**config.mk**
```make
export PLATFORM = sky130hd
export DESIGN_NAME = uart_tx_buffered
export DESIGN_NICKNAME = d
export VERILOG_FILES = /design/src/rtl/uart_tx_buffered.sv
export SDC_FILE = /design/constraint.sdc
export NUM_CORES = 1
export LEC_CHECK = 0
export BUFFER_PORTS_ARGS = -buffer_cell sky130_fd_sc_hd__buf_2
export CAP_MARGIN = 30
export CORE_ASPECT_RATIO = 1.1
export CORE_MARGIN = 3
export CORE_UTILIZATION = 50
export CTS_CLUSTER_DIAMETER = 120
export DETAILED_ROUTE_END_ITERATION = 8
export MAX_ROUTING_LAYER = met4
export PLACE_DENSITY = 0.68
export SYNTH_ARGS = -nofsm -noshare
export SYNTH_HDL_FRONTEND = slang
export SYNTH_SLANG_ARGS = --single-unit
```
**constraint.sdc**
```tcl
create_clock -name clk -period 2.3 [get_ports clk]
set_input_delay 0.345 -clock clk [delete_from_list [all_inputs] [get_ports clk]]
set_output_delay 0.345 -clock clk [all_outputs]
set_load 0.1 [all_outputs]
```
**src/rtl/uart_tx_buffered.sv**
```systemverilog
// uart_tx_buffered -- buffered UART transmitter.
//
// Bytes written from the CPU side are queued in a small FIFO and sent
// LSB first as 8N1 frames (start, DATA_WIDTH data bits, stop). Back-to-back
// frames follow each other with no idle gap while the FIFO has data.
//
// Optional feature macro: UART_TX_PARITY_EN
//   defined   -> an even-parity bit is sent between the data and the stop bit (8E1)
//   undefined -> plain 8N1, no parity logic
//
// Ports:
//   clk                 in   system clock, rising edge
//   reset               in   asynchronous active-low reset
//   tx_parallel_data_in in   byte to enqueue
//   tx_strobe_write     in   one-cycle write strobe
//   tx_status_clear     in   clears the sticky overflow flag
//   tx_serial_out       out  serial line, idle high
//   tx_busy             out  a frame is on the line
//   tx_fifo_full        out  FIFO holds FIFO_DEPTH entries
//   tx_fifo_empty       out  FIFO holds no entries
//   tx_status_reg       out  [0] sticky overflow, [1] busy or FIFO not empty
module uart_tx_buffered #(
  parameter int CLOCK_SPEED = 2_000_000,
  parameter int BAUD_RATE   = 9600,
  parameter int DATA_WIDTH  = 8,
  parameter int FIFO_DEPTH  = 4
) (
  input  logic                  clk,
  input  logic                  reset,
  input  logic [DATA_WIDTH-1:0] tx_parallel_data_in,
  input  logic                  tx_strobe_write,
  input  logic                  tx_status_clear,
  output logic                  tx_serial_out,
  output logic                  tx_busy,
  output logic                  tx_fifo_full,
  output logic                  tx_fifo_empty,
  output logic [1:0]            tx_status_reg
);

  localparam int CLKS_PER_BIT = CLOCK_SPEED / BAUD_RATE;
  localparam int CNT_W        = (CLKS_PER_BIT > 1) ? $clog2(CLKS_PER_BIT) : 1;
  localparam int IDX_W        = (DATA_WIDTH > 1) ? $clog2(DATA_WIDTH) : 1;
  localparam int PTR_W        = $clog2(FIFO_DEPTH);
  localparam int FCNT_W       = PTR_W + 1;

  localparam logic [CNT_W-1:0]  LAST_TICK = CNT_W'(CLKS_PER_BIT - 1);
  localparam logic [CNT_W-1:0]  BAUD_ONE  = CNT_W'(1);
  localparam logic [IDX_W-1:0]  LAST_BIT  = IDX_W'(DATA_WIDTH - 1);
  localparam logic [IDX_W-1:0]  IDX_ONE   = IDX_W'(1);
  localparam logic [PTR_W-1:0]  PTR_ONE   = PTR_W'(1);
  localparam logic [FCNT_W-1:0] FCNT_ONE  = FCNT_W'(1);
  localparam logic [FCNT_W-1:0] DEPTH_C   = FCNT_W'(FIFO_DEPTH);

`ifdef UART_TX_PARITY_EN
  typedef enum logic [2:0] {S_IDLE, S_START, S_DATA, S_PARITY, S_STOP} state_t;
`else
  typedef enum logic [2:0] {S_IDLE, S_START, S_DATA, S_STOP} state_t;
`endif

  // FIFO storage and bookkeeping
  logic [DATA_WIDTH-1:0] mem_q [FIFO_DEPTH];
  logic [PTR_W-1:0]      wr_ptr_q, rd_ptr_q;
  logic [FCNT_W-1:0]     count_q, count_d;
  logic                  full_q, empty_q, ovf_q, pending_q;

  // Transmitter
  state_t                state_q;
  logic [CNT_W-1:0]      baud_q;
  logic [IDX_W-1:0]      bit_idx_q;
  logic [DATA_WIDTH-1:0] shift_q, shift_nx;
  logic                  line_q, busy_q, busy_d;
`ifdef UART_TX_PARITY_EN
  logic                  parity_q;
`endif

  logic                  tick, frame_end, pop, write_ok, overflow_set;
  logic [DATA_WIDTH-1:0] head;

  assign head         = mem_q[rd_ptr_q];
  assign tick         = (baud_q == LAST_TICK);
  assign frame_end    = (state_q == S_STOP) && tick;
  // Pops happen only from IDLE or on the last stop cycle, so consecutive
  // frames are seamless.
  assign pop          = (count_q != '0) && ((state_q == S_IDLE) || frame_end);
  // Fullness uses the count before this cycle's pop.
  assign write_ok     = tx_strobe_write && (count_q != DEPTH_C);
  assign overflow_set = tx_strobe_write && (count_q == DEPTH_C);
  assign busy_d       = pop || (busy_q && !frame_end);
  assign shift_nx     = shift_q >> 1;

  always_comb begin
    count_d = count_q;
    if (write_ok && !pop) begin
      count_d = count_q + FCNT_ONE;
    end else if (!write_ok && pop) begin
      count_d = count_q - FCNT_ONE;
    end
  end

  // Storage has no reset; the cleared count makes old contents unreachable.
  always_ff @(posedge clk) begin
    if (write_ok) begin
      mem_q[wr_ptr_q] <= tx_parallel_data_in;
    end
  end

  always_ff @(posedge clk or negedge reset) begin
    if (!reset) begin
      wr_ptr_q  <= '0;
      rd_ptr_q  <= '0;
      count_q   <= '0;
      full_q    <= 1'b0;
      empty_q   <= 1'b1;
      ovf_q     <= 1'b0;
      pending_q <= 1'b0;
    end else begin
      if (write_ok) wr_ptr_q <= wr_ptr_q + PTR_ONE;
      if (pop)      rd_ptr_q <= rd_ptr_q + PTR_ONE;
      count_q   <= count_d;
      full_q    <= (count_d == DEPTH_C);
      empty_q   <= (count_d == '0);
      // A new overflow beats a simultaneous clear.
      if (overflow_set) begin
        ovf_q <= 1'b1;
      end else if (tx_status_clear) begin
        ovf_q <= 1'b0;
      end
      pending_q <= busy_d || (count_d != '0);
    end
  end

  always_ff @(posedge clk or negedge reset) begin
    if (!reset) begin
      state_q   <= S_IDLE;
      baud_q    <= '0;
      bit_idx_q <= '0;
      shift_q   <= '0;
      line_q    <= 1'b1;
      busy_q    <= 1'b0;
`ifdef UART_TX_PARITY_EN
      parity_q  <= 1'b0;
`endif
    end else begin
      busy_q <= busy_d;
      if (pop) begin
        shift_q  <= head;
`ifdef UART_TX_PARITY_EN
        parity_q <= ^head;
`endif
      end
      case (state_q)
        S_IDLE: begin
          line_q <= 1'b1;
          baud_q <= '0;
          if (pop) begin
            state_q <= S_START;
            line_q  <= 1'b0;
          end
        end
        S_START: begin
          if (tick) begin
            baud_q    <= '0;
            bit_idx_q <= '0;
            state_q   <= S_DATA;
            line_q    <= shift_q[0];
          end else begin
            baud_q <= baud_q + BAUD_ONE;
          end
        end
        S_DATA: begin
          if (tick) begin
            baud_q <= '0;
            if (bit_idx_q == LAST_BIT) begin
`ifdef UART_TX_PARITY_EN
              state_q <= S_PARITY;
              line_q  <= parity_q;
`else
              state_q <= S_STOP;
              line_q  <= 1'b1;
`endif
            end else begin
              bit_idx_q <= bit_idx_q + IDX_ONE;
              shift_q   <= shift_nx;
              line_q    <= shift_nx[0];
            end
          end else begin
            baud_q <= baud_q + BAUD_ONE;
          end
        end
`ifdef UART_TX_PARITY_EN
        S_PARITY: begin
          if (tick) begin
            baud_q  <= '0;
            state_q <= S_STOP;
            line_q  <= 1'b1;
          end else begin
            baud_q <= baud_q + BAUD_ONE;
          end
        end
`endif
        S_STOP: begin
          if (tick) begin
            baud_q <= '0;
            if (pop) begin
              state_q <= S_START;
              line_q  <= 1'b0;
            end else begin
              state_q <= S_IDLE;
              line_q  <= 1'b1;
            end
          end else begin
            baud_q <= baud_q + BAUD_ONE;
          end
        end
        default: begin
          state_q <= S_IDLE;
          line_q  <= 1'b1;
          baud_q  <= '0;
        end
      endcase
    end
  end

  assign tx_serial_out = line_q;
  assign tx_busy       = busy_q;
  assign tx_fifo_full  = full_q;
  assign tx_fifo_empty = empty_q;
  assign tx_status_reg = {pending_q, ovf_q};

endmodule

```
==> metrics.md, run 1 <==
| Metric | Value |
|---|---|
| Clock sink count | 66 |
| Post-synth EDFFs | 32 |
| Hold Slack | 0.07286 ns |
| Worst path max stage delay | 0.41 ns |
| Mapped Nets | 257 |
| Final Util | 0.5779 |
| Share of cells above drive strength 1 | 0.2196 |
| Die area | 0.007083 mm² |
| Int Power | 2080 µW |
| Combinational fraction of design power | 0.232 |
| Post-Layout Cell Count | 332 |
| Main combinational cell family by area after synthesis | simple AND/OR/NAND/NOR gates |
| Synth Area in Compound Gates | 0.08562 |
| Slew @ Worst Pin | 0.7576 ns |
| Detailed Place HPWL | 3320 µm |
| Die span in x | 80.52 µm |
| Num ports | 18 |
| Pins Over Slew Limit | 0 |
| H-tree levels | 3 |
| Clock slew at reported path FFs | 0.07 ns |
| Synthesized flop and latch total | 66 |
| DRT iter0 DRCs | 87 |
| Hold Vio Cnt, Final | 0 |
| Final WL | 4786 µm |
| Height of the die | 87.97 µm |
| Core ar. | 0.005842 mm² |
| Post-synthesis mux area share | 0.09218 |
| Sequential power share | 0.490 |
| # fillers | 475 |
| Synthesized area per cell | 13.28 µm² |
| Reg2Reg Setup Slack | 0.23 ns |
| Share of total power in the clock network | 0.278 |
| Post-synth top area share | 0.3146 |
| Syn Std Cell Area | 0.003054 mm² |
| Post-synthesis simple-gate area fraction | 0.09914 |
| Worst Setup Path Type | reg2reg |
| Clk buf depth | 2 |
| Crit path to | pending_q$_DFF_PN0_ |
| Reg2reg end | pending_q$_DFF_PN0_ |
| Worst Setup End Kind | flop |
| RSZ-0062 raised after global routing | no |
| Crit path cell chain | ha_1, and3_1, a31oi_1, nor3b_1, or3_1, a211o_1 |
| Register area share after synthesis | 0.5940 |
| Layout area overhead | 10.53% |
| Cts repair resizes | 0 |
| Ant. Diodes | 0 |
| Cell Pwr Density | 915.5 mW/mm² |
| Wire per inst | 14.42 µm |
| Initial antenna violation count | 0 |
| CP max FO | 6 |
| Top FF cell, synth | edfxtp_1 |
| Antenna-violating nets left | 0 |
| Hold buffers post-CTS | 0 |
| Critical Path RT | 2.53 ns |
| Placer's final routability congestion estimate | 0.7972 |
| P_leak | 0.001361 µW |
| Final min period | 2.066 ns |
| Total GRT Usage | 0.1635 |
| Post-synth cell types | 47 |
| Routed vias | 1,752 |
| First-pass iteration count of the detailed router | 4 |
| Switching share of power | 0.3270 |
| CTS root buffer | clkbuf_8 |
| Asr flop ratio synth | 0.5152 |
| Status | complete, no violations |
| Routed vias/inst | 5.277 |
| Drt drc | 0 |
| Critical Path Start Type | flop |
| Final Cycle Share | 0.8982 |
| Adder-cell area share of the yosys netlist | 0.06473 |
| Min-Delay Path Class | in2async |
| Gr ovfl total | 0 |
| Multi-input logic area | 0.001140 mm² |
| Largest net degree at the start of global routing | 35 |
| Psw | 1010 µW |
| Crit path max-delay cell type | dfrtp_1 |
| Cells taking the most area after synthesis | edfxtp_1, dfrtp_1, ha_1 |
| Setup violators final | 0 |
| Peak supply drop | 0.5930 mV |
| Reg2reg path depth | 6 |
| CTS buffer count | 9 |
| Seq. cell area | 0.001814 mm² |
| Worst slew margin | 0.4949 |
| Final nets | 277 |
| Mapped Cells | 230 |
| XOR/XNOR Fraction of Synth Area | 0.03154 |
| Syn. warnings | 0 |
| Placed cell count | 316 |
| Crit path DAT | 2.29 ns |
| Clock Skew | 0.008225 ns |
| Clk_lat worst skew | 0.34 ns |
| Row count | 29 |
| # Max-Cap Violations | 0 |
| Reg-to-Reg Start | baud_q[0]$_DFF_PN0_ |
| CTS tree | done |
| Most frequent cells in the layout | dfrtp_1, edfxtp_1, buf_2 |
| Initial core utilization | 0.5228 |
| Peak Freq | 0.4841 GHz |
| Post-CTS Setup Bufs | 0 |
| Global-route wire length before repair | 8349 µm |
| Vias in the first global route | 1,753 |
| Area leader, netlist | edfxtp_1 |
| Port bufs | 17 |
| Critical Path Source | baud_q[0]$_DFF_PN0_ |
| Setup_tns | 0 ns |
## registers in the layout, indices dropped and copies added, names as in the netlist, 2 cells and up
| name | cells |
|---|---|
| bit_idx_q | 3 |
| count_q | 3 |
| baud_q | 8 |
| state_q | 2 |
| wr_ptr_q | 2 |
| shift_q | 8 |
| rd_ptr_q | 2 |
| mem_q | 32 |
## area by class of cell
type | instances | area share
clock buffers | 9 | 0.03669
clock inverters | 7 | 0.01557
inverters | 9 | 0.01001
multi-input cells | 143 | 0.3377
flip-flops and latches | 66 | 0.5374
well taps | 77 | 0.02854
repair buffers | 21 | 0.03410
## per-stage QoR
stage          total power, µW  instance area (µm²)  worst slack [ns]
4_1_cts                   3118                 3376            0.2346
3_5_place_dp              2262                 3199            0.2592
2_1_floorplan             2107                 3054            0.3443
6_report                  3091                 3376            0.2342
3_3_place_gp              2254                 3199            0.3204
5_1_grt                   3252                 3376           0.08678
## kinds of logic (layout without fill, tap and decap cells)
group,after synthesis,count (layout)
adders and majority gates,16,16
AOI/OAI and AO/OA,40,40
muxes,18,18
buffers and inverters,21,46
xor gates and xnor gates,11,11
and+or+nand+nor,58,58
DFF,66,66
## power groups by stage
stage	clock network, µW	registers (µW)	logic (µW)
after CTS	878	1520	722
after global placement	0	1530	719
final	859	1520	717
after detailed placement	0	1540	723
after global routing	935	1530	783
after floorplan	0	1600	504
## layer usage
layer  vias up  share of wire  track usage
li1        875              -            -
met1       846           0.47       0.2005
met2        23           0.48       0.2545
met3         8          0.028      0.03395
met4         0          0.021      0.08756
met5         -              0            -
## synthesized netlist by cell type (2+ instances only)
| cell type | instances |
|---|---|
| or2_2 | 2 |
| and3_1 | 2 |
| nand3b_1 | 2 |
| a22o_1 | 3 |
| dfstp_2 | 2 |
| and3_2 | 2 |
| o21ai_0 | 10 |
| dfrtp_1 | 32 |
| buf_2 | 5 |
| a21oi_1 | 12 |
| o21a_1 | 2 |
| xor2_1 | 3 |
| edfxtp_1 | 32 |
| ha_1 | 15 |
| and2_1 | 4 |
| nand2b_1 | 3 |
| nor2_1 | 12 |
| o22ai_1 | 2 |
| clkbuf_1 | 3 |
| nand3_1 | 4 |
| mux2i_1 | 9 |
| xnor2_1 | 8 |
| mux4_2 | 8 |
| nor3_1 | 10 |
| buf_4 | 2 |
| nand2_1 | 11 |
| nor3b_1 | 2 |
| inv_1 | 9 |
## worst min-delay path by stage
stage,startpoint,to,slack (ns),cells past startpoint
global placement,reset,count_q[2]$_DFF_PN0_,0.46,1
detailed placement,reset,count_q[2]$_DFF_PN0_,0.47,1
CTS,reset,baud_q[5]$_DFF_PN0_,0.1,1
global route,reset,count_q[2]$_DFF_PN0_,0.14,1
finish,reset,count_q[2]$_DFF_PN0_,0.07,1
floorplan,reset,baud_q[0]$_DFF_PN0_,0.05,0
## critical path: cells and delay by family (launching register included)
family	cells	cell delay (ns)
AND/OR/NAND/NOR	3	0.76
AO/OA/AOI/OAI	2	0.55
adder cells (fa/ha/maj)	1	0.23
flip-flops	1	0.41
Power figures use the tool's default switching activity.
==> run 2: changes to the inputs <==
- ABC_AREA: default -> 1
==> run 2 against run 1 <==
  * Clock-buffer cell count unchanged
  * Routed wire length up 7.4%
  * Combinational power down 14%
  * Hold slack worse by 0.013 ns
  * Highest routed layer unchanged
  * Final area down 0.52%
  * Via count up 14%
  * Register-to-register slack better by 0.26 ns
  * Sequential share of layout area up 0.28 points
  * Clock power down 6.6%
  * Critical path type unchanged
  * Setup slack better by 0.26 ns
==> metrics.md, run 2 <==
| Metric | Value |
|---|---|
| Placer's final routability congestion estimate | 0.8478 |
| Psw | 926.7 µW |
| Port bufs | 17 |
| Critical Path Start Type | flop |
| Final Cycle Share | 0.7870 |
| Status | complete, no violations |
| Pins Over Slew Limit | 0 |
| Synthesized flop and latch total | 66 |
| Crit path max-delay cell type | dfrtp_1 |
| Sequential power share | 0.513 |
| Clock sink count | 66 |
| Clock slew at reported path FFs | 0.07 ns |
| # Max-Cap Violations | 0 |
| CTS root buffer | clkbuf_8 |
| Cells taking the most area after synthesis | edfxtp_1, dfrtp_1, ha_1 |
| Slew @ Worst Pin | 0.7387 ns |
| Worst Path Buf+Inv | 2 |
| Final nets | 344 |
| Overall power | 2909 µW |
| Largest net degree at the start of global routing | 35 |
| DRT iter0 DRCs | 127 |
| Detailed Place HPWL | 3635 µm |
| Asr flop ratio synth | 0.5152 |
| Synth cell count leaders | nor2_1, nand2_1, dfrtp_1, edfxtp_1, o21ai_0 |
| Ant. Diodes | 0 |
| CP max FO | 8 |
| Count leader, synth | nor2_1 |
| Switching share of power | 0.3186 |
| Syn. warnings | 0 |
| Max reg flops | 32 |
| Routed vias | 2,000 |
| CP top delay family | simple AND/OR/NAND/NOR gates |
| Setup violators final | 0 |
| Wire per inst | 12.92 µm |
| Reg with most FFs | mem_q |
| CTS buffer count | 9 |
| Setup_tns | 0 ns |
| Gr ovfl total | 0 |
| Clk_lat worst skew | 0.34 ns |
| Die span in x | 80.48 µm |
| First-pass iteration count of the detailed router | 4 |
| Most frequent cells in the layout | nor2_1, nand2_1, dfrtp_1, edfxtp_1, o21ai_0 |
| Peak Freq | 0.5525 GHz |
| Global-route wire length before repair | 9108 µm |
| Reg2reg path depth | 11 |
| CTS tree | done |
| Post-synth top area share | 0.3150 |
| Share of total power in the clock network | 0.276 |
| Clk buf depth | 2 |
| Initial antenna violation count | 0 |
| Worst path depth | 11 |
| Most common cell after layout, fill and taps aside | nor2_1 |
| Vias in the first global route | 1,997 |
| Worst slew margin | 0.5075 |
| Final WL | 5142 µm |
| Crit path DAT | 2.03 ns |
| Antenna-violating nets left | 0 |
| Hold Vio Cnt, Final | 0 |
| Layout area overhead | 10.09% |
| Clock Skew | 0.008911 ns |
| Die area | 0.007075 mm² |
| RSZ-0062 raised after global routing | no |
| Final worst setup slack | 0.4899 ns |
| Top cell by count, worst path | nand2_1 |
| Hold buffers post-CTS | 0 |
| Min-Delay Path Class | in2async |
| Worst Setup Path Type | reg2reg |
| Initial core utilization | 0.5222 |
| Cell Pwr Density | 866.1 mW/mm² |
| Worst slack, placed | 0.5098 ns |
| Mapped Cells | 292 |
| Cts repair resizes | 0 |
| Final min period | 1.810 ns |
| Synthesized area per cell | 10.45 µm² |
| Post-synth cell types | 35 |
| Core ar. | 0.005842 mm² |
| Register area share after synthesis | 0.5947 |
| P_leak | 0.001471 µW |
| Mapped Nets | 319 |
| H-tree levels | 3 |
| Height of the die | 87.92 µm |
| Peak supply drop | 0.6562 mV |
| Routed vias/inst | 5.025 |
| Post-synth EDFFs | 32 |
| Top FF cell, synth | edfxtp_1 |
| Worst path max stage delay | 0.41 ns |
| Combinational fraction of design power | 0.211 |
| Area leader, netlist | edfxtp_1 |
| Int Power | 1982 µW |
| Total GRT Usage | 0.1769 |
| Crit path cell chain | inv_1, ha_1, nand2_1, nand2_1, inv_1, nand2_4, nand2_1, nand2_1, nand2_1, nor2_1, nand3_1 |
| Drt drc | 0 |
| Share of cells above drive strength 1 | 0.1589 |
| Final Util | 0.5749 |
| Num ports | 18 |
| Critical Path RT | 2.52 ns |
| Post-CTS Setup Bufs | 0 |
| Row count | 29 |
| Top Registers | mem_q: 32 flops, baud_q: 8 flops, shift_q: 8 flops |
| Syn Std Cell Area | 0.003050 mm² |
| Worst Setup End Kind | flop |
run 2: cell count changes in the layout (fill, tap and decap cells not counted), sizes merged, moves of 5 or more:
| cell | change |
|---|---|
| nor2 | +35 |
| nand2 | +32 |
| o21ai | +28 |
| inv | +20 |
| mux2i | -9 |
| a21oi | -8 |
| mux4 | -8 |
| xnor2 | -8 |
| nand3 | +7 |
| nor3 | -6 |
| and2 | -5 |
run 2: cell families (layout without fill, tap and decap cells):
family | Yosys count | in the layout | share of synthesized area
compound gates | 56 | 56 | 0.1013
buf+inv | 39 | 68 | 0.06276
simple gates | 113 | 113 | 0.1710
flops | 66 | 66 | 0.5947
xor+xnor | 3 | 3 | 0.008615
fa+ha+maj | 15 | 15 | 0.06153
run 2: path summary, 6_finish.rpt:
check | startpoint | end | slack [ns]
hold reg to reg | baud_q[0]$_DFF_PN0_ | baud_q[0]$_DFF_PN0_ | 0.47
hold / removal | reset | shift_q[6]$_DFF_PN0_ | 0.06
max in group asynchronous | reset | wr_ptr_q[1]$_DFFE_PN0P_ | 1.76
setup / recovery | count_q[0]$_DFF_PN0_ | pending_q$_DFF_PN0_ | 0.49
setup reg to reg | count_q[0]$_DFF_PN0_ | pending_q$_DFF_PN0_ | 0.49
min in group clk | tx_status_clear | ovf_q$_DFFE_PN0P_ | 0.19
run 2: metrics by stage:
step | instances | hold slack (ns) | cell area (µm²)
3_5_place_dp | 383 | 0.4594 | 3199
5_1_grt | 398 | 0.1267 | 3358
3_3_place_gp | 383 | 0.4430 | 3199
2_1_floorplan | 292 | 0.04941 | 3050
4_1_cts | 398 | 0.08173 | 3358
6_report | 398 | 0.06027 | 3358
run 2: cell type report:
class | count | area [µm²]
flip-flops and latches | 66 | 1814
clock buffers | 9 | 123.9
fillers | 538 | 2484
multi-input cells | 187 | 1045
repair buffers | 22 | 122.6
clock inverters | 6 | 35.03
inverters | 31 | 121.4
well taps | 77 | 96.34
run 2: per-layer routing:
metal | wire, µm | share of wire | vias to the layer above | track usage
li1 | - | - | 1027 | -
met1 | 2450 | 0.48 | 947 | 0.2179
met2 | 2447 | 0.48 | 18 | 0.2703
met3 | 141 | 0.027 | 8 | 0.04938
met4 | 104 | 0.020 | 0 | 0.08295
met5 | 0 | 0 | - | -
run 2: power by group through the flow:
stage / clock [µW] / combinational [µW] / sequential (µW)
5_1_grt: 881 / 714 / 1510
2_1_floorplan: 0 / 388 / 1570
6_report: 802 / 615 / 1490
4_1_cts: 829 / 623 / 1490
3_3_place_gp: 0 / 613 / 1510
3_5_place_dp: 0 / 620 / 1520
==> run 3: changes to the inputs <==
- clock period: 2.3 -> 1.8 ns (I/O delays scaled with it)
==> run 3 against run 2 <==
  * Hold slack better by 0.052 ns
  * Sequential share of layout area down 2.6 points
  * Cell count up 2.3%
  * Clock skew up 0.0014 ns
  * First-iteration DRC count down 48%
==> metrics.md, run 3 (synthesis results as in run 2) <==
| Metric | Value |
|---|---|
| Status | complete, no violations |
| Final nets | 352 |
| Sequential power share | 0.470 |
| Clk_lat worst skew | 0.34 ns |
| Final WL | 5418 µm |
| Top cell by count, worst path | nand2_4 |
| Core ar. | 0.005842 mm² |
| Met1 WL | 2469 µm |
| Antenna-violating nets left | 0 |
| Hold Vio Cnt, Final | 0 |
| Crit path DAT | 1.93 ns |
| Setup violators final | 0 |
| Post-Layout Cell Count | 407 |
| Layout area overhead | 15.75% |
| H-tree levels | 3 |
| Detailed Place HPWL | 3672 µm |
| Most common cell after layout, fill and taps aside | nor2_1 |
| # Max-Cap Violations | 0 |
| Wire per inst | 13.31 µm |
| Reg with most FFs | mem_q |
| Reg2reg path depth | 12 |
| Initial core utilization | 0.5222 |
| Worst path max stage delay | 0.42 ns |
| Placed cell area | 0.003229 mm² |
| CP max FO | 8 |
| Crit path cell chain | ha_4, nand2_4, nor2_4, nand3_4, nand2_4, nand2_4, nand2_4, nand2_1, nand2_2, nand2_2, nor2_2, nand3_1 |
| Max Used Layer | met4 |
| Ant. Diodes | 0 |
| Worst Setup Path Type | reg2reg |
| # fillers | 489 |
| Max reg flops | 32 |
| Cell Pwr Density | 1148 mW/mm² |
| WHS Path Cells | 2 |
| Global-route wire length before repair | 9142 µm |
| Clock slew at reported path FFs | 0.08 ns |
| Most frequent cells in the layout | nor2_1, nand2_1, dfrtp_1, edfxtp_1, o21ai_0 |
| Final worst setup slack | 0.09630 ns |
| Setup_tns | 0 ns |
| Share of cells above drive strength 1 | 0.2182 |
| Gr ovfl total | 0 |
| Clock sink count | 66 |
| Int Power | 2748 µW |
| Worst slack, placed | 0.06512 ns |
| Final Cycle Share | 0.9465 |
| Pins Over Slew Limit | 0 |
| Initial antenna violation count | 0 |
| Share of total power in the clock network | 0.323 |
| Clock Skew | 0.01029 ns |
| Routed vias | 2,081 |
| CTS tree | done |
| Placer's final routability congestion estimate | 0.8479 |
| CP top delay family | simple AND/OR/NAND/NOR gates |
| Clk buf depth | 2 |
| Num ports | 18 |
| Total GRT Usage | 0.1779 |
| Worst slew margin | 0.6793 |
| Row count | 29 |
| Top Registers | mem_q: 32 flops, baud_q: 8 flops, shift_q: 8 flops |
| Min-Delay Path Class | in2reg |
| Die span in x | 80.48 µm |
| Port bufs | 17 |
| Height of the die | 87.92 µm |
| Final min period | 1.704 ns |
| DRT iter0 DRCs | 66 |
| Worst Path Buf+Inv | 0 |
| Drt drc | 0 |
| First-pass iteration count of the detailed router | 4 |
| Vias in the first global route | 2,036 |
| P_leak | 0.001546 µW |
| Met2 wire length | 2673 µm |
| Peak Freq | 0.5870 GHz |
| Peak supply drop | 0.9878 mV |
| Routed vias/inst | 5.113 |
| Critical Path Start Type | flop |
| Die area | 0.007075 mm² |
| Placed cell count | 387 |
| Largest net degree at the start of global routing | 35 |
| Psw | 1303 µW |
| Switching share of power | 0.3216 |
| Combinational fraction of design power | 0.207 |
| Crit path max-delay cell type | dfrtp_1 |
| CTS buffer count | 9 |
| CTS root buffer | clkbuf_8 |
| Met3 wire length | 208 µm |
| Worst Setup End Kind | flop |
| Design Area, Final | 0.003531 mm² |
| Critical Path RT | 2.03 ns |
| Slew @ Worst Pin | 0.4844 ns |
| Worst path depth | 12 |
run 3: stage by stage:
step | utilization | hold WS (ns) | power, µW
floorplan | - | -0.02559 | 2501
global route | 0.6044 | 0.1289 | 4305
global placement | 0.5528 | 0.3296 | 2701
CTS | 0.5901 | 0.09943 | 4035
finish | 0.6044 | 0.1121 | 4052
detailed placement | 0.5528 | 0.3288 | 2730
run 3: area by class of cell:
type	count	area (µm²)	share of cell area
Sequential cell	66	1814	0.5138
Multi-Input combinational cell	187	1104	0.3125
Timing Repair Buffer	30	185.2	0.05245
Clock buffer	9	123.9	0.03508
Inverter	31	123.9	0.03508
Tap cell	77	96.34	0.02729
Clock inverter	7	83.83	0.02374
run 3: power by group through the flow:
stage                     combinational (µW)  clock (µW)  sequential (µW)
after floorplan                          495           0             2010
after global placement                   771           0             1930
after detailed placement                 793           0             1940
after CTS                                798        1330             1900
after global routing                     962        1420             1930
final                                    837        1310             1900
run 3: repair_timing:
action	4_1_cts	5_1_grt
endpoints found under the hold margin	32	0
resized for setup	0	17
setup endpoints to repair	0	36
hold buffers	1	0
setup buffers	0	3
run 3: final timing paths:
kind / from / end / slack (ns)
worst min register to register: shift_q[6]$_DFF_PN0_ / shift_q[5]$_DFF_PN0_ / 0.50
max in group asynchronous: reset / tx_fifo_empty$_DFF_PN1_ / 0.98
min in group asynchronous: reset / shift_q[6]$_DFF_PN0_ / 0.48
worst min-delay path: tx_status_clear / ovf_q$_DFFE_PN0P_ / 0.11
worst max-delay path: baud_q[0]$_DFF_PN0_ / pending_q$_DFF_PN0_ / 0.1
worst max register to register: baud_q[0]$_DFF_PN0_ / pending_q$_DFF_PN0_ / 0.1
run 3: metal layers:
| metal | vias to the layer above | track usage |
|---|---|---|
| met2 | 31 | 0.2892 |
| met1 | 998 | 0.2123 |
| met3 | 6 | 0.04630 |
| met5 | - | - |
| li1 | 1046 | - |
| met4 | 0 | 0.06912 |
run 3: worst reg2reg max path, delay by kind of cell, from the launching register on:
| family | cells | cell delay, ns |
|---|---|---|
| fa+ha+maj | 1 | 0.17 |
| simple gates | 11 | 1.01 |
| flops | 1 | 0.42 |
